===== config.mk =====
export PLATFORM = sky130hd
export DESIGN_NAME = main_memory_read_controller
export DESIGN_NICKNAME = d
export VERILOG_FILES = /design/src/rtl/main_memory_read_controller.sv
export SDC_FILE = /design/constraint.sdc
export NUM_CORES = 1
export LEC_CHECK = 0
export ABC_AREA = 1
export BUFFER_PORTS_ARGS = -buffer_cell sky130_fd_sc_hd__buf_2
export CORE_UTILIZATION = 56
export DETAILED_ROUTE_END_ITERATION = 8
export GPL_TIMING_DRIVEN = 0
export MAX_ROUTING_LAYER = met4
export PLACE_DENSITY_LB_ADDON = 0.08
export SETUP_SLACK_MARGIN = 0.1
export SLEW_MARGIN = 40
export SYNTH_ARGS = -nofsm -noshare
export SYNTH_HDL_FRONTEND = slang
export SYNTH_SLANG_ARGS = --single-unit

===== constraint.sdc =====
create_clock -name clk_i -period 2.6 [get_ports clk_i]
set_input_delay 0.13 -clock clk_i [delete_from_list [all_inputs] [get_ports clk_i]]
set_output_delay 0.13 -clock clk_i [all_outputs]
set_load 0.01 [all_outputs]

===== src/rtl/main_memory_read_controller.sv =====
// main_memory_read_controller: fetches one cache block from main memory, one word request at a time.
module main_memory_read_controller #(
  parameter int ADRES_BIT   = 32,
  parameter int KELIME_BIT  = 32,
  parameter int BLOK_KELIME = 4
) (
  input  logic                              clk_i,
  input  logic                              rst_i,
  input  logic [ADRES_BIT-1:0]              okuma_istek_adres_i,
  input  logic                              okuma_istek_gecerli_i,
  output logic [KELIME_BIT*BLOK_KELIME-1:0] okuma_veri_blok_o,
  output logic                              okuma_istek_hazir_o,
  output logic [ADRES_BIT-1:0]              bellek_adres_o,
  output logic                              bellek_istek_gecerli_o,
  input  logic                              bellek_istek_hazir_i,
  input  logic [KELIME_BIT-1:0]             bellek_veri_i,
  input  logic                              bellek_veri_gecerli_i
);
  localparam int WB = $clog2(KELIME_BIT / 8);
  localparam int OB = $clog2(BLOK_KELIME * KELIME_BIT / 8);
  localparam int CW = BLOK_KELIME > 1 ? $clog2(BLOK_KELIME) : 1;
  localparam logic [ADRES_BIT-1:0] HIZA = {ADRES_BIT{1'b1}} << OB;
  localparam logic [CW-1:0] SON = CW'(BLOK_KELIME - 1);
  typedef enum logic [1:0] {BOSTA, ISTEK, BEKLE, TAMAM} durum_t;
  durum_t durum, durum_n;
  logic [ADRES_BIT-1:0] taban;
  logic [CW-1:0] sayac;
  always_ff @(posedge clk_i or negedge rst_i)
    if (!rst_i) durum <= BOSTA;
    else durum <= durum_n;
  always_comb begin
    durum_n = durum;
    unique case (durum)
      BOSTA: if (okuma_istek_gecerli_i) durum_n = ISTEK;
      ISTEK: if (bellek_istek_hazir_i) durum_n = BEKLE;
      BEKLE: if (bellek_veri_gecerli_i) durum_n = sayac == SON ? TAMAM : ISTEK;
      default: durum_n = BOSTA;
    endcase
    bellek_istek_gecerli_o = durum == ISTEK;
    okuma_istek_hazir_o = durum == TAMAM;
    bellek_adres_o = taban + (ADRES_BIT'(sayac) << WB);
  end
  // the aligned base keeps the word offset inside the block, so no carry out of it
  always_ff @(posedge clk_i or negedge rst_i)
    if (!rst_i) begin
      taban <= '0;
      sayac <= '0;
      okuma_veri_blok_o <= '0;
    end else begin
      if (durum == BOSTA && okuma_istek_gecerli_i) begin
        taban <= okuma_istek_adres_i & HIZA;
        sayac <= '0;
      end
      if (durum == BEKLE && bellek_veri_gecerli_i) begin
        okuma_veri_blok_o[sayac*KELIME_BIT +: KELIME_BIT] <= bellek_veri_i;
        if (sayac != SON) sayac <= sayac + 1'b1;
      end
    end
endmodule


[After elaboration in Yosys (flattened, before gate mapping)]
Index checks and enable logic that the tools add are counted.
Operators by class
  $add $sub $neg: 3
  eq/ne operators: 8
  shift operators: 2
  mux-type cells: 9
  reduce and logical (&&, ||, !) cells: 4
Operators with widths (number)
  bitwise mux 128 bit: 1
  variable shift 32 x 34 -> 128 bit, first input constant: 1
  variable part select 32 x 34 -> 128 bit: 1
  negation 7 -> 34 bit: 1
  adder 32 x 4 -> 32 bit: 1
  2-to-1 mux 2 bit: 7
  equality test 2 bit, second input constant: 3
  != test 2 bit, second input constant: 3
  one-hot mux 2 bit (3 select lines): 1
  AND reduction 3 bit: 1
  adder 2 x 1 -> 2 bit, second input constant: 1
  equality test 2 x 1 -> 1 bit, second input constant: 1
  logical AND 1 bit: 2
  logical NOT 2 bit: 1
  != test 2 x 1 -> 1 bit, second input constant: 1
Word-level totals
  register bits after elaboration: 160
  bits of input ports: 69
  output and inout bits: 162
  word-level logic and storage cells: 30

[Logic depth before layout (Yosys ltp)]
Gate-level depths: netlist of the first run.
  depth in word-level cells: 5
  gate-level depth with buffers: 9
  mapped depth without buffers: 7

[Least setup slack after synthesis of the first run]
Ideal clock, no wire load.
  kind: register -> register
  start: register sayac[0]
  end: register okuma_veri_blok_o[107]
  setup time: 0.074 ns
  arrival time: 1.674 ns
  required time: 2.526 ns
  path slack: 0.852 ns
  cell stages (with the launch flop): 8
  buffers on the path: 2
  period minus slack after synthesis: 1.748 ns
  path through: dfrtp_1 -> buf_2 -> inv_2 -> ha_1 -> nor2_1 -> clkbuf_1 -> nand2_1 -> o21ai_2
On the way
  longest elaborated chain between the ends: 3
  elaborated cells on any way between the ends: 4
  those cells by class: add/sub: 1; shift: 2; mux: 1
RTL lines
  from (decl): line 27  | logic [CW-1:0] sayac;
  from (signal assigned): line 56  | if (sayac != SON) sayac <= sayac + 1'b1;
  negation 7 -> 34 bit (*): line 55  | okuma_veri_blok_o[sayac*KELIME_BIT +: KELIME_BIT] <= bellek_veri_i;
  variable part select 32 x 34 -> 128 bit or variable shift 32 x 34 -> 128 bit (tied branches): line 55
  bitwise mux 128 bit (*): line 55
  to (signal, indexed assignment): line 55
  to (decl): line 11  | output logic [KELIME_BIT*BLOK_KELIME-1:0] okuma_veri_blok_o,
Mark *: on every way between the ends. The rest lies on a longest branch, timed or not.
A chain may end at the register's enable or synchronous reset.

[Final worst setup path of the first run]
  start: register sayac[0]
  end: register okuma_veri_blok_o[116]
Same word-level chain as after synthesis.

==> flow_summary.toml, run 1 <==
[final_layout]
layout.nets = 1282
num_antenna_cells = 0
syn_to_final_growth_pct = 29.4
fin_util_pct = 74.8
drive_above_1_share_pct = 32.8

[sta]
finClkSkew_ns = 0.00920
worst_pin_slew_ns = 0.546
setup_viol = 0
slew_violations = 0
hold_ws_ns = 0.0186
fin_crit_ns = 2.24
relSlewSlack_pct = 63.6
fmax_mhz = 447
rsz0062_at_grt = "no"
finalCritPeriodShare_pct = 86.0
layout_setup_ws_ns = 0.364
finalHoldViolations = 0

[floorplanning]
die_h_um = 119
core_sq_um = 13300
start_util_pct = 57.8
io_pins = 231
die_w_um = 119
rows = 42
dieArea_sq_um = 14200

[place]
place.gp.congestion = 0.864
place_ws_ns = 0.353
portBuffers = 222
hpwlAfterDp_um = 13800

[detailed_routing]
ant_nets = 0
drtPass1Iterations = 7
routed_wl_um = 20400
drc_errors = 0
vias = 6925
post_drt_via_cell_ratio = 4.96
drt_first_iter_violations = 375
wl_per_cell_um = 14.6

[synth]
synth_area_leaders = "dfrtp_1, nand2_1, o21ai_2, inv_1, nor2_1"
yosysWarnings = 0
synthMuxAreaShare_pct = 0
synth_edf_count = 0
netlist_top_cells_count = "nand2_1, dfrtp_1, inv_1, nor2_1, o21ai_2"
synth_top_family_by_area = "simple AND/OR/NAND/NOR gates"
syn_avg_cell_area_sq_um = 8.23
yosys.area_share.adder_pct = 0.814
syn_area_sq_um = 7690
synth_compound_area_share_pct = 7.03
async_reset_ff_share_pct = 100
synth-simple-area-share_pct = 30.7
yosys.cell_types.count = 23
synth-seq-cells = 160
syn-instance-count = 934
yosysSeqAreaShare_pct = 52.1
yosysTopAreaCell = "dfrtp_1"
synth_top_area_share_pct = 52.1
synthFlopType = "dfrtp_1"
yosysMostFrequentCell = "nand2_1"
synth-xor-area-share_pct = 0

[grt]
grt_pass1_wl_um = 33400
grt_pass1_vias = 6737
grt_remaining_overflow = 0
track_usage_pct = 31.0
grt_max_degree = 70
antenna_found_initial = 0

[worst_hold_path]
hold_path_class = "in -> reg"

[pwr]
ir_drop_v = 0.000631
p_leak_nw = 5.80
power_density_nw_per_um2 = 902

[setup_path]
critPathKind = "reg -> reg"
critPathRequiredTime_ns = 2.95
rrSetupSlack_ns = 0.36
cp_max_fo = 10
critPathArrivalTime_ns = 2.59
crit_path_start_kind = "register"
crit_path_end_kind = "register"

[cts]
cts_buffers = 17
cts.reportedPaths.clkPinSlew_ns = 0.06
insertion_delay_ns = 0.42
root_buffer = "clkbuf_16"
post-cts-setup-buffer-count = 0
cts.sinks = 160
clock_path_buffers = 2
h-tree-depth = 4
cts_tree = "yes"

[outcome]
status = "finished, final reports clean"

[flow_run]
drv_cap = 0
kinds of logic (layout without fill, tap and decap cells):
logic type / count (synthesis) / count (layout)
fa+ha+maj: 5 / 5
buf+inv: 136 / 420
simple gates: 569 / 569
flops: 160 / 160
other cells: 1 / 2
compound gates: 63 / 63
critical path, cell delays in order (launching register included):
cell and delay [ns]:
dfrtp_1 0.41, buf_2 0.22, inv_2 0.10, ha_1 0.36, nor2_1 0.27, clkbuf_1 0.47
nand2_1 0.16, o21ai_2 0.17
repair_timing:
action,4_1_cts,5_1_grt
resized for setup,0,0
hold endpoints to repair,189,0
hold buffers,30,0
per-stage QoR:
step / std cells / cell area (sq um) / TNS, ns / total power, mW
floorplan: 935 / 7690 / 0 / 5.37
global placement: 1333 / 9020 / -160.37 / 6.47
detailed placement: 1335 / 9090 / 0 / 6.53
CTS: 1395 / 9950 / 0 / 8.95
global route: 1395 / 9950 / 0 / 9.52
finish: 1395 / 9950 / 0 / 8.98
cells in the final DEF, fill, tap and decap left out, drive strengths merged:
cell | synthesis | final
a21oi | 3 | 3
buf | 45 | 269
bufinv | 0 | 1
clkbuf | 11 | 36
clkinv | 1 | 5
conb | 1 | 2
dfrtp | 160 | 160
dlygate4sd3 | 0 | 30
ha | 5 | 5
inv | 79 | 79
nand2 | 455 | 455
nand3 | 36 | 36
nand3b | 1 | 1
nand4 | 5 | 5
nor2 | 72 | 72
o21ai | 60 | 60
cell type report:
cell class	instances	area (sq um)
Clock inverter	5	53.8
Sequential cell	160	4000
Fill cell	976	3350
Clock buffer	25	505
Tap cell	176	220
Inverter	80	305
Multi-Input combinational cell	639	2970
Timing Repair Buffer	254	1480
Buffer	56	417
power by group:
part / switching (mW) / internal [mW] / total, mW / leakage, nW
Clock: 0.950 / 1.43 / 2.38 / 0.279
Sequential: 0.320 / 3.01 / 3.33 / 2.16
Combinational: 2.15 / 1.11 / 3.27 / 3.36
Total: 3.42 / 5.55 / 8.98 / 5.80
metal layers:
metal	track usage (%)	up-vias	wire, um
met2	49.4	241	9820
met4	10.4	0	441
li1	-	3362	-
met1	40.0	3285	8860
met5	-	-	0
met3	5.94	37	1300
final timing paths:
path / start / endpoint / cells after the start
worst max-delay path: sayac[0] / okuma_veri_blok_o[116] / 7
worst min-delay path: bellek_veri_i[14] / okuma_veri_blok_o[14] / 5
worst max register to register: sayac[0] / okuma_veri_blok_o[116] / 7
worst min register to register: taban[4] / taban[4] / 2
max in group asynchronous: rst_i / okuma_veri_blok_o[13] / 3
min in group asynchronous: rst_i / taban[19] / 2
flip-flops by register name (all words and copies together), names as in the netlist:
| signal | flops |
|---|---|
| durum | 2 |
| okuma_veri_blok_o | 128 |
| sayac | 2 |
| taban | 28 |
Power figures use the tool's default switching activity.
==> inputs of run 2 (changes only) <==
--- a/config.mk
+++ b/config.mk
@@ -5,10 +5,11 @@
 export SDC_FILE = /design/constraint.sdc
 export NUM_CORES = 1
 export LEC_CHECK = 0
-export ABC_AREA = 1
+export ABC_AREA = 0
 export BUFFER_PORTS_ARGS = -buffer_cell sky130_fd_sc_hd__buf_2
-export CORE_UTILIZATION = 56
+export CORE_UTILIZATION = 52
 export DETAILED_ROUTE_END_ITERATION = 8
+export GPL_ROUTABILITY_DRIVEN = 0
 export GPL_TIMING_DRIVEN = 0
 export MAX_ROUTING_LAYER = met4
 export PLACE_DENSITY_LB_ADDON = 0.08
==> run 2 against run 1 <==
  * Non-clock buffer count rose by 8
  * Clock power fell by 5%
  * Flip-flop and latch count did not move
  * Die area fell by 15%
  * Area after synthesis fell by 21%
  * Final area fell by 14%
==> flow_summary.toml, run 2 <==
[outcome]
status = "finished, final reports clean"

[detailed_routing]
drt_first_iter_violations = 271
routed_wl_um = 16800
vias = 4668
drc_errors = 0
post_drt_via_cell_ratio = 5.51
ant_nets = 0
wl_per_cell_um = 19.8
drtPass1Iterations = 5

[floorplanning]
dieArea_sq_um = 12000
io_pins = 231
die_w_um = 110
die_h_um = 110
start_util_pct = 54.5
rows = 38
core_sq_um = 11100

[synth]
yosysTopAreaCell = "dfrtp_1"
yosys.cell_types.count = 25
synthMuxAreaShare_pct = 5.55
synth-simple-area-share_pct = 4.12
yosys.area_share.adder_pct = 1.04
synth-seq-cells = 160
synth_edf_count = 0
syn_avg_cell_area_sq_um = 15.6
yosysSeqAreaShare_pct = 66.3
async_reset_ff_share_pct = 100
synth_compound_area_share_pct = 19.2
synth_top_area_share_pct = 66.3
syn-instance-count = 388
synthFlopType = "dfrtp_1"
yosysWarnings = 0
syn_area_sq_um = 6040
netlist_top_cells_count = "dfrtp_1, a22o_1, mux2_2, clkbuf_1"
synth_top_family_by_area = "compound AO/OA/AOI/OAI gates"
yosysMostFrequentCell = "dfrtp_1"
synth_area_leaders = "dfrtp_1, a22o_1, mux2_2, nand4b_4, buf_6"
synth-xor-area-share_pct = 0

[final_layout]
syn_to_final_growth_pct = 41.6
final_cell_mix = "buf_2, dfrtp_1, a22o_1, dlygate4sd3_1, mux2_2"
drive_above_1_share_pct = 43.6
layout.nets = 768
fin_util_pct = 77.2
final_area_sq_um = 8550
fin_cells = 847
num_antenna_cells = 0
largest_reg_flops = 128
final_common_cell = "buf_2"
fillers = 704
regMostFlops = "okuma_veri_blok_o"
largestRegisters = "okuma_veri_blok_o x128, taban x28"

[pwr]
p_int_mw = 5.22
ir_drop_v = 0.000585
p_switching_mw = 2.16
clock_power_share_pct = 30.6
swShare_pct = 29.3
p_comb_share_pct = 26.2
p_leak_nw = 4.62
total_power_mw = 7.39
power_density_nw_per_um2 = 864
seq_power_share_pct = 43.2

[setup_path]
critPathRequiredTime_ns = 2.95
crit_path_start_kind = "register"
critPathArrivalTime_ns = 2.66
cp_max_fo = 10
crit_path_end_kind = "register"
r2r_cells = 6
critPathKind = "reg -> reg"

[place]
hpwlAfterDp_um = 10900
portBuffers = 223
place_ws_ns = 0.217
placed_cell_area_sq_um = 7400
dp.cells = 754

[sta]
fin_crit_ns = 2.31
slew_violations = 0
rsz0062_at_grt = "no"
tns_ns = 0
worst_pin_slew_ns = 0.636
finalHoldViolations = 0
setup_viol = 0
layout_setup_ws_ns = 0.286
finClkSkew_ns = 0.00727
hold_ws_ns = 0.0284
relSlewSlack_pct = 57.6
fmax_mhz = 432
finalCritPeriodShare_pct = 89.0

[cts]
cts_buffers = 17
root_buffer = "clkbuf_16"
post-cts-setup-buffer-count = 0
cts.sinks = 160
cts.reportedPaths.clkPinSlew_ns = 0.06
cts_tree = "yes"
clock_path_buffers = 2
insertion_delay_ns = 0.42
h-tree-depth = 4

[flow_run]
drv_cap = 0

[grt]
track_usage_pct = 29.9
grt_pass1_wl_um = 25600
grt_max_degree = 78
antenna_found_initial = 0
grt_pass1_vias = 4795
grt_remaining_overflow = 0

[worst_hold_path]
hold_path_class = "in -> reg"
whs_path_depth = 2
-- run 2: cell types whose count changed in the layout (fill, tap and decap cells not counted), moves of 35 or more --
| cell | before | now |
|---|---|---|
| a22o_1 | 0 | 124 |
| inv_1 | 75 | 5 |
| nand2_1 | 420 | 5 |
| nand2_2 | 35 | 0 |
| nand3_1 | 35 | 0 |
| nor2_1 | 71 | 3 |
| o21ai_2 | 60 | 0 |
-- run 2: logic make-up (layout without fill, tap and decap cells) --
| kind of cell | after synthesis | count (layout) |
|---|---|---|
| AND/OR/NAND/NOR | 21 | 21 |
| adder cells (fa/ha/maj) | 5 | 5 |
| buffers and inverters | 37 | 355 |
| multiplexers | 30 | 30 |
| flip-flops | 160 | 160 |
| other | 1 | 2 |
| AO/OA/AOI/OAI | 134 | 134 |
-- run 2: worst paths after layout --
check,start,end,slack [ns]
setup / recovery,sayac[0],okuma_veri_blok_o[83],0.29
min in group asynchronous,rst_i,okuma_veri_blok_o[47],0.17
hold reg to reg,okuma_veri_blok_o[48],okuma_veri_blok_o[48],0.49
setup reg to reg,sayac[0],okuma_veri_blok_o[83],0.29
max in group asynchronous,rst_i,durum[1],1.78
hold / removal,bellek_veri_i[5],okuma_veri_blok_o[69],0.03
-- run 2: power groups by stage --
| stage | registers [mW] | clock network (mW) | logic, mW |
|---|---|---|---|
| after floorplan | 3.41 | 0 | 0.895 |
| after global placement | 3.19 | 0 | 1.81 |
| after detailed placement | 3.22 | 0 | 1.87 |
| after CTS | 3.18 | 2.29 | 1.94 |
| after global routing | 3.24 | 2.41 | 2.10 |
| final | 3.19 | 2.26 | 1.94 |
-- run 2: area by class of cell --
class	instances	area, sq um	share of cell area, %
clock buffer	28	517	6.04
tap	140	175	2.05
clock inverter	4	25.0	0.293
inverter	5	18.8	0.219
timing repair buffer	286	1790	21.0
sequential	160	4010	46.8
multi-input combinational	192	1810	21.2
buffer	32	206	2.41
-- run 2: worst max-delay path: stages (launching register included) --
cell	delay, ns
dfrtp_2	0.47
inv_1	0.18
ha_1	0.46
inv_1	0.15
nor4b_4	0.47
buf_2	0.34
a22o_1	0.19
-- run 2: layer usage --
layer  GRT usage [%]  vias up  part of all wire (%)  wire length [um]
met1            36.5     2344                    40              6670
met2            49.1      205                    52              8730
met4            11.6        0                   1.5               260
met3            6.16       20                   6.8              1150
li1                -     2099                     -                 -
met5               -        -                     0                 0
-- run 2: timing repair --
item	CTS	global route
gates resized for setup	0	1
hold buffers	61	0
hold endpoints to repair	303	0
setup endpoints to repair	0	22
